==> src/rtl/alu_share_arb.sv <==
// alu_share_arb: two-requester round-robin arbiter and sequencer for the
// shared combinational ALU. Each accepted op takes one EXEC cycle to drive
// the ALU and capture its result. The captured result is then returned to
// the granted requester over a valid/ready response channel.
//
//   state | meaning
//   ------+-----------------------------------------------------------
//   IDLE  | waiting for a request; arbitration and acceptance happen here
//   EXEC  | latched operands drive the ALU; result captured at cycle end
//   RESP  | rsp_valid raised to the granted requester until it accepts
module alu_share_arb #(
  parameter int WIDTH = 32
) (
  input  logic             clk,
  input  logic             reset,
  input  logic [1:0]       req_valid,
  output logic [1:0]       req_ready,
  input  logic [WIDTH-1:0] req_a0,
  input  logic [WIDTH-1:0] req_b0,
  input  logic [2:0]       req_ctrl0,
  input  logic [WIDTH-1:0] req_a1,
  input  logic [WIDTH-1:0] req_b1,
  input  logic [2:0]       req_ctrl1,
  output logic [1:0]       rsp_valid,
  input  logic [1:0]       rsp_ready,
  output logic [WIDTH-1:0] rsp_result,
  output logic             rsp_zero,
  output logic [WIDTH-1:0] alu_a,
  output logic [WIDTH-1:0] alu_b,
  output logic [2:0]       alu_ctrl,
  input  logic [WIDTH-1:0] alu_result,
  input  logic             alu_zero,
  output logic             busy,
  output logic             grant_id
);

  typedef enum logic [1:0] {
    IDLE = 2'd0,
    EXEC = 2'd1,
    RESP = 2'd2
  } state_t;

  state_t state;
  logic   last_grant;
  logic   sel;

  // Round-robin pick: a lone requester wins outright; under contention the
  // requester that was not served last wins.
  always_comb begin
    sel = 1'b0;
    if (req_valid == 2'b11) begin
      sel = ~last_grant;
    end else if (req_valid[1]) begin
      sel = 1'b1;
    end
  end

  // Accept only in IDLE. Acceptance is also masked while reset is applied,
  // so a requester never sees a handshake that the reset then discards.
  always_comb begin
    req_ready = 2'b00;
    if (!reset && (state == IDLE)) begin
      req_ready[0] = req_valid[0] & ~sel;
      req_ready[1] = req_valid[1] & sel;
    end
  end

  // Sequencer FSM with all outputs registered.
  always_ff @(posedge clk) begin
    if (reset) begin
      state      <= IDLE;
      last_grant <= 1'b1;
      grant_id   <= 1'b0;
      busy       <= 1'b0;
      alu_a      <= '0;
      alu_b      <= '0;
      alu_ctrl   <= '0;
      rsp_valid  <= 2'b00;
      rsp_result <= '0;
      rsp_zero   <= 1'b0;
    end else begin
      case (state)
        IDLE: begin
          if (|req_ready) begin
            alu_a      <= sel ? req_a1    : req_a0;
            alu_b      <= sel ? req_b1    : req_b0;
            alu_ctrl   <= sel ? req_ctrl1 : req_ctrl0;
            grant_id   <= sel;
            last_grant <= sel;
            busy       <= 1'b1;
            state      <= EXEC;
          end
        end
        EXEC: begin
          rsp_result <= alu_result;
          rsp_zero   <= alu_zero;
          rsp_valid  <= grant_id ? 2'b10 : 2'b01;
          state      <= RESP;
        end
        RESP: begin
          // Only the granted requester's ready bit can end the response.
          if (rsp_ready[grant_id]) begin
            rsp_valid <= 2'b00;
            busy      <= 1'b0;
            state     <= IDLE;
          end
        end
        default: begin
          rsp_valid <= 2'b00;
          busy      <= 1'b0;
          state     <= IDLE;
        end
      endcase
    end
  end

endmodule

==> config.mk <==
export PLATFORM = sky130hd
export DESIGN_NAME = alu_share_arb
export DESIGN_NICKNAME = d
export VERILOG_FILES = /design/src/rtl/alu_share_arb.sv
export SDC_FILE = /design/constraint.sdc
export NUM_CORES = 1
export LEC_CHECK = 0
export CAP_MARGIN = 30
export CELL_PAD_IN_SITES_DETAIL_PLACEMENT = 1
export CELL_PAD_IN_SITES_GLOBAL_PLACEMENT = 1
export CORE_AREA = 2 2 135 137
export DETAILED_ROUTE_END_ITERATION = 12
export DIE_AREA = 0 0 137 139
export PLACE_DENSITY = 0.88
export SETUP_SLACK_MARGIN = 0.5
export SLEW_MARGIN = 20
export SYNTH_ARGS = -nofsm -noshare
export SYNTH_HDL_FRONTEND = slang
export SYNTH_SLANG_ARGS = --single-unit
==> constraint.sdc <==
create_clock -name clk -period 2.5 [get_ports clk]
set_clock_uncertainty 0.2 [all_clocks]
set_input_delay 0.5 -clock clk [delete_from_list [all_inputs] [get_ports clk]]
set_output_delay 0.5 -clock clk [all_outputs]
set_load 0.02 [all_outputs]
Word-level counts from Yosys, hierarchy flattened

Index checks and enable logic that the tools add are counted.

Logic and storage cells: 46
Output and inout port bits: 106
Register bits after elaboration: 107
Bits of input ports: 173

Eq/ne operators: 5
Magnitude comparators: 1
Reductions and logical operators: 8
Multiplexer cells: 16
Bitwise gates (word level): 6

Operators by type and width:

| cell               | count |
|---|---|
| $mux 32            | 2 |
| $pmux 2 s3         | 2 |
| $mux 2             | 4 |
| $mux 1             | 6 |
| $reduce_and 2->1   | 3 |
| $eq 2x2->1 const B | 2 |
| $not 1->1          | 4 |
| $mux 3             | 1 |
| $pmux 1 s3         | 1 |
| $reduce_and 3->1   | 1 |
| $and 1x1->1        | 2 |
| $eq 2x1->1 const B | 1 |
| $logic_not 2->1    | 1 |
| $lt 1x2->1 const B | 1 |
| $ne 2x1->1 const B | 1 |
| $ne 2x2->1 const B | 1 |
| $reduce_or 2->1    | 1 |
| $logic_and 1x1->1  | 1 |
| $logic_not 1->1    | 1 |

Depth between registers and ports, before layout

Depth in word-level cells: 8
Gate-level depth with buffers: 6
Gate-level depth less buffers: 3

Least setup slack after synthesis

No wires, ideal clock.

Kind: in2out
From: in req_valid[1]
To: out req_ready[0]
Cell stages on the path: 5
Buffers on the path: 3
Data required time: 1.800 ns
Setup slack: 0.279 ns
Arrival: 1.521 ns
Cells stage by stage: nor2b_1 buf_2 buf_4 buf_2 nor4b_2

Word-level cells in the longest chain between the ends: 5
Elaborated cells on any way between the ends: 6
Classes of those cells: 1 x eq/ne; 3 x mux; 2 x bitwise

Ends and longest elaborated chain:

| item                                        | RTL line | RTL |
|---|---|---|
| start, declared                             | 16       | `input logic [1:0] req_valid,` |
| $eq 2x2->1 / $mux 1 (equally long branches) | 51, 53   |  |
| $mux 1 (*)                                  | 51       | `if (req_valid == 2'b11) begin` |
| $not 1->1 (*)                               | 63       | `req_ready[0] = req_valid[0] & ~sel;` |
| $and 1x1->1 (*)                             | 63       |  |
| $mux 2 (*)                                  | 62       | `if (!reset && (state == IDLE)) begin` |
| end, declared                               | 17       | `output logic [1:0] req_ready,` |

Mark *: on every way between the ends. The rest lies on a longest branch, timed or not.

Worst setup path after layout

From: reg state[0]
To: out req_ready[0]

Word-level cells in the longest chain between the ends: 3

Ends and longest elaborated chain:

| item                   | RTL line | RTL |
|---|---|---|
| start, declared        | 43       | `state_t state;` |
| start signal, assigned | 71       | `state <= IDLE;` |
| start signal, assigned | 91       | `state <= EXEC;` |
| start signal, assigned | 98       | `state <= RESP;` |
| $logic_not 2->1        | 62       |  |
| $logic_and 1x1->1      | 62       |  |
| $mux 2                 | 62       |  |

No other way between the ends.

==> impl_metrics.tcl <==
set metrics [dict create \
    n_antenna_cell 0 \
    synthTopCellsByArea "dfxtp_1 (42%), nor4b_2 (15%), a21oi_1 (9.8%)" \
    numPortBuffers 278 \
    setup_tns_ps 0 \
    crit_chain "or2_4 -> nor4b_4 -> buf_4" \
    insertion_delay_ps 340 \
    endpoint_kind "output port" \
    avgSynthCellArea_um2 8.97 \
    syn-num-nets 748 \
    clock.fmax_mhz 489 \
    grt_pass1_wl_um 29800 \
    synth_cell_types 31 \
    yosys.area.top_type_share_pct 41.5 \
    cts_tree "built" \
    rsz0062_at_grt "true" \
    root_buffer "clkbuf_16" \
    drv_cap 0 \
    vias 5433 \
    cts_max_path_buffers 2 \
    final_nets 979 \
    critPathLaunch "state[0]$_SDFFE_PP0P_" \
    finalWeightedCongestion 0.746 \
    fillCellCount 2027 \
    final.min_clock_period_ps 2050 \
    ant_nets 0 \
    cp.required_ps 1800 \
    slew_headroom_pct 47.5 \
    start_util_pct 29.2 \
    pin_count 279 \
    netlist_instances 575 \
    holdCritPathClass "reg -> reg" \
    drc 0 \
    die_area_mm2 0.0190 \
    cts_setup_buffers 0 \
    cts_num_sinks 107 \
    netlist_area_mm2 0.00516 \
    cts_inserted_buffers 9 \
    layout-drive-gt1-share_pct 12.0 \
    status "finished clean" \
    wl_per_cell_um 18.6 \
    grt_max_degree 137 \
    ff2ff_path_depth 4 \
    synth_warnings 0 \
    cp-start-kind "register" \
    place.detailed.hpwl_um 13200 \
    tightest_slew_ps 787 \
    slowest_stage "dfxtp_2" \
    r2r_setup_slack_ps 640 \
    grt_use_met2_pct 33.2 \
    fp.dieW_um 137 \
    area_growth_pct 59.3 \
    wirelength_um 19300 \
    grt_use_met3_pct 6.83 \
    initialDrtViolationCount 184 \
    setup_viol 0 \
    leakagePower_nw 3.35 \
    grt.overflow.total 0 \
    grt_pass1_vias 5588 \
    path_clk_slew_ps 70 \
    yosysSeqAreaShare_pct 41.5 \
    firstDrtPassIters 4 \
    crit_arrival_ps 1350 \
    reg2reg_from "state[0]$_SDFFE_PP0P_" \
    cts_hold_buf 0 \
    synth.largest_area_cell "dfxtp_1" \
    grtUsageMet1_pct 22.7 \
    ys_seq_elements 107 \
    top_usage_layer "met2" \
    min_period_over_period_pct 81.8 \
    drv_slew 0 \
    via_per_inst 5.23 \
    cellPowerDensity_mw_per_mm2 596 \
    antenna_found_initial 2 \
    die_h_um 139 \
    regToRegEndpoint "alu_b[31]$_SDFFE_PP0P_" \
    rows 49 \
    core-area_mm2 0.0177 \
    utilization_pct 46.5 \
    worst-path-max-fanout 3 \
    track_usage_pct 19.7 \
    endpoint "req_ready[0]" \
    finalHoldViolCount 0 \
    ir_drop_mv 0.357 \
    htree_levels 3 \
    max_stage_delay_ps 320 \
    critPathKind "reg -> out" \
]
-- registers in the layout, summed over array words and instances, names as in the netlist --
signal	count
alu_a	32
alu_b	32
rsp_result	32
alu_ctrl	3
rsp_valid	2
state	2
busy	1
grant_id	1
last_grant	1
rsp_zero	1
-- what timing repair did --
item                                    in CTS  in global routing
pin swaps                                    0                  2
endpoints found under the setup margin     159                 70
gates cloned                                 0                  0
gates resized for setup                    102                 25
-- layout by cell type (no fill, tap or decap), types with 2 or more instances in the layout --
cell	netlist	final
clkbuf_16	0	9
dfxtp_1	107	105
dlymetal6s2s_1	0	16
nor4_1	67	67
a21oi_1	101	101
a22o_1	2	2
nor4b_2	51	50
clkbuf_1	28	2
dfxtp_2	0	2
buf_12	0	3
clkinv_2	0	2
clkdlybuf4s50_1	0	169
nor2_1	2	2
nor4b_1	17	17
nand2_1	66	66
buf_6	8	5
dlygate4sd2_1	0	88
nor3_1	68	67
buf_4	7	11
-- area by class of cell --
| class | count | area (um2) | area share (%) |
|---|---|---|---|
| clock buffer | 11 | 233 | 2.83 |
| sequential | 107 | 2140 | 26.1 |
| clock inverter | 3 | 17.5 | 0.213 |
| tap | 229 | 287 | 3.49 |
| timing repair buffer | 295 | 2890 | 35.1 |
| inverter | 1 | 3.75 | 0.0457 |
| multi-input combinational | 392 | 2650 | 32.2 |
-- Yosys cell counts, drive strengths merged --
library cell	count
dfxtp	107
a21oi	101
nor3	68
nor4b	68
nor4	67
nand2	66
buf	47
clkbuf	28
nor2	3
nor2b	3
a22o	2
or2	2
a2111oi	1
a211o	1
a211oi	1
a21bo	1
a221o	1
a2bb2oi	1
inv	1
mux2	1
mux2i	1
nand2b	1
nor3b	1
o2bb2ai	1
or3b	1
-- worst max-delay path: cells and delay by family, from the launching register on --
kind / cells / cell delay [ps]
buffers and inverters: 1 / 190
flip-flops: 1 / 320
AND/OR/NAND/NOR: 2 / 490
-- through the flow --
stage	hold WS (ps)	total power [W]	worst slack, ps	cell area (um2)	cells
after detailed placement	248	0.00379	-247	8010	1024
final	254	0.00490	454	8220	1038
after global placement	241	0.00375	-235	8010	1024
after CTS	244	0.00499	421	8160	1038
after global routing	261	0.00516	401	8220	1038
after floorplan	279	0.00297	421	5190	575
-- per-layer routing --
| layer | vias up | share of wire [%] |
|---|---|---|
| met2 | 211 | 48 |
| met1 | 2587 | 40 |
| met5 | - | 0.052 |
| li1 | 2595 | - |
| met4 | 2 | 2.9 |
| met3 | 38 | 8.8 |
-- power by group --
part / switching (W) / internal, W / total, W
registers: 0.0000957 / 0.00190 / 0.00199
logic: 0.000892 / 0.000723 / 0.00162
clock network: 0.000628 / 0.000664 / 0.00129
total: 0.00162 / 0.00328 / 0.00490
-- cell families after synthesis --
family,count (synthesis),share of synthesized area (%)
compound gates,110,11.5
buf+inv,76,7.86
flops,107,41.5
mux,2,0.412
simple gates,280,38.7
-- worst min path at each step --
stage | startpoint | end | cells after the start | slack (ps)
after floorplan | last_grant$_SDFFE_PP1P_ | last_grant$_SDFFE_PP1P_ | 1 | 280
after global placement | rsp_result[5]$_SDFFE_PP0N_ | rsp_result[5]$_SDFFE_PP0N_ | 2 | 240
after detailed placement | rsp_result[24]$_SDFFE_PP0N_ | rsp_result[24]$_SDFFE_PP0N_ | 2 | 250
after CTS | reset | rsp_result[10]$_SDFFE_PP0N_ | 2 | 240
after global routing | reset | rsp_result[7]$_SDFFE_PP0N_ | 2 | 260
final | rsp_result[24]$_SDFFE_PP0N_ | rsp_result[24]$_SDFFE_PP0N_ | 2 | 250
Power figures use the tool's default switching activity.
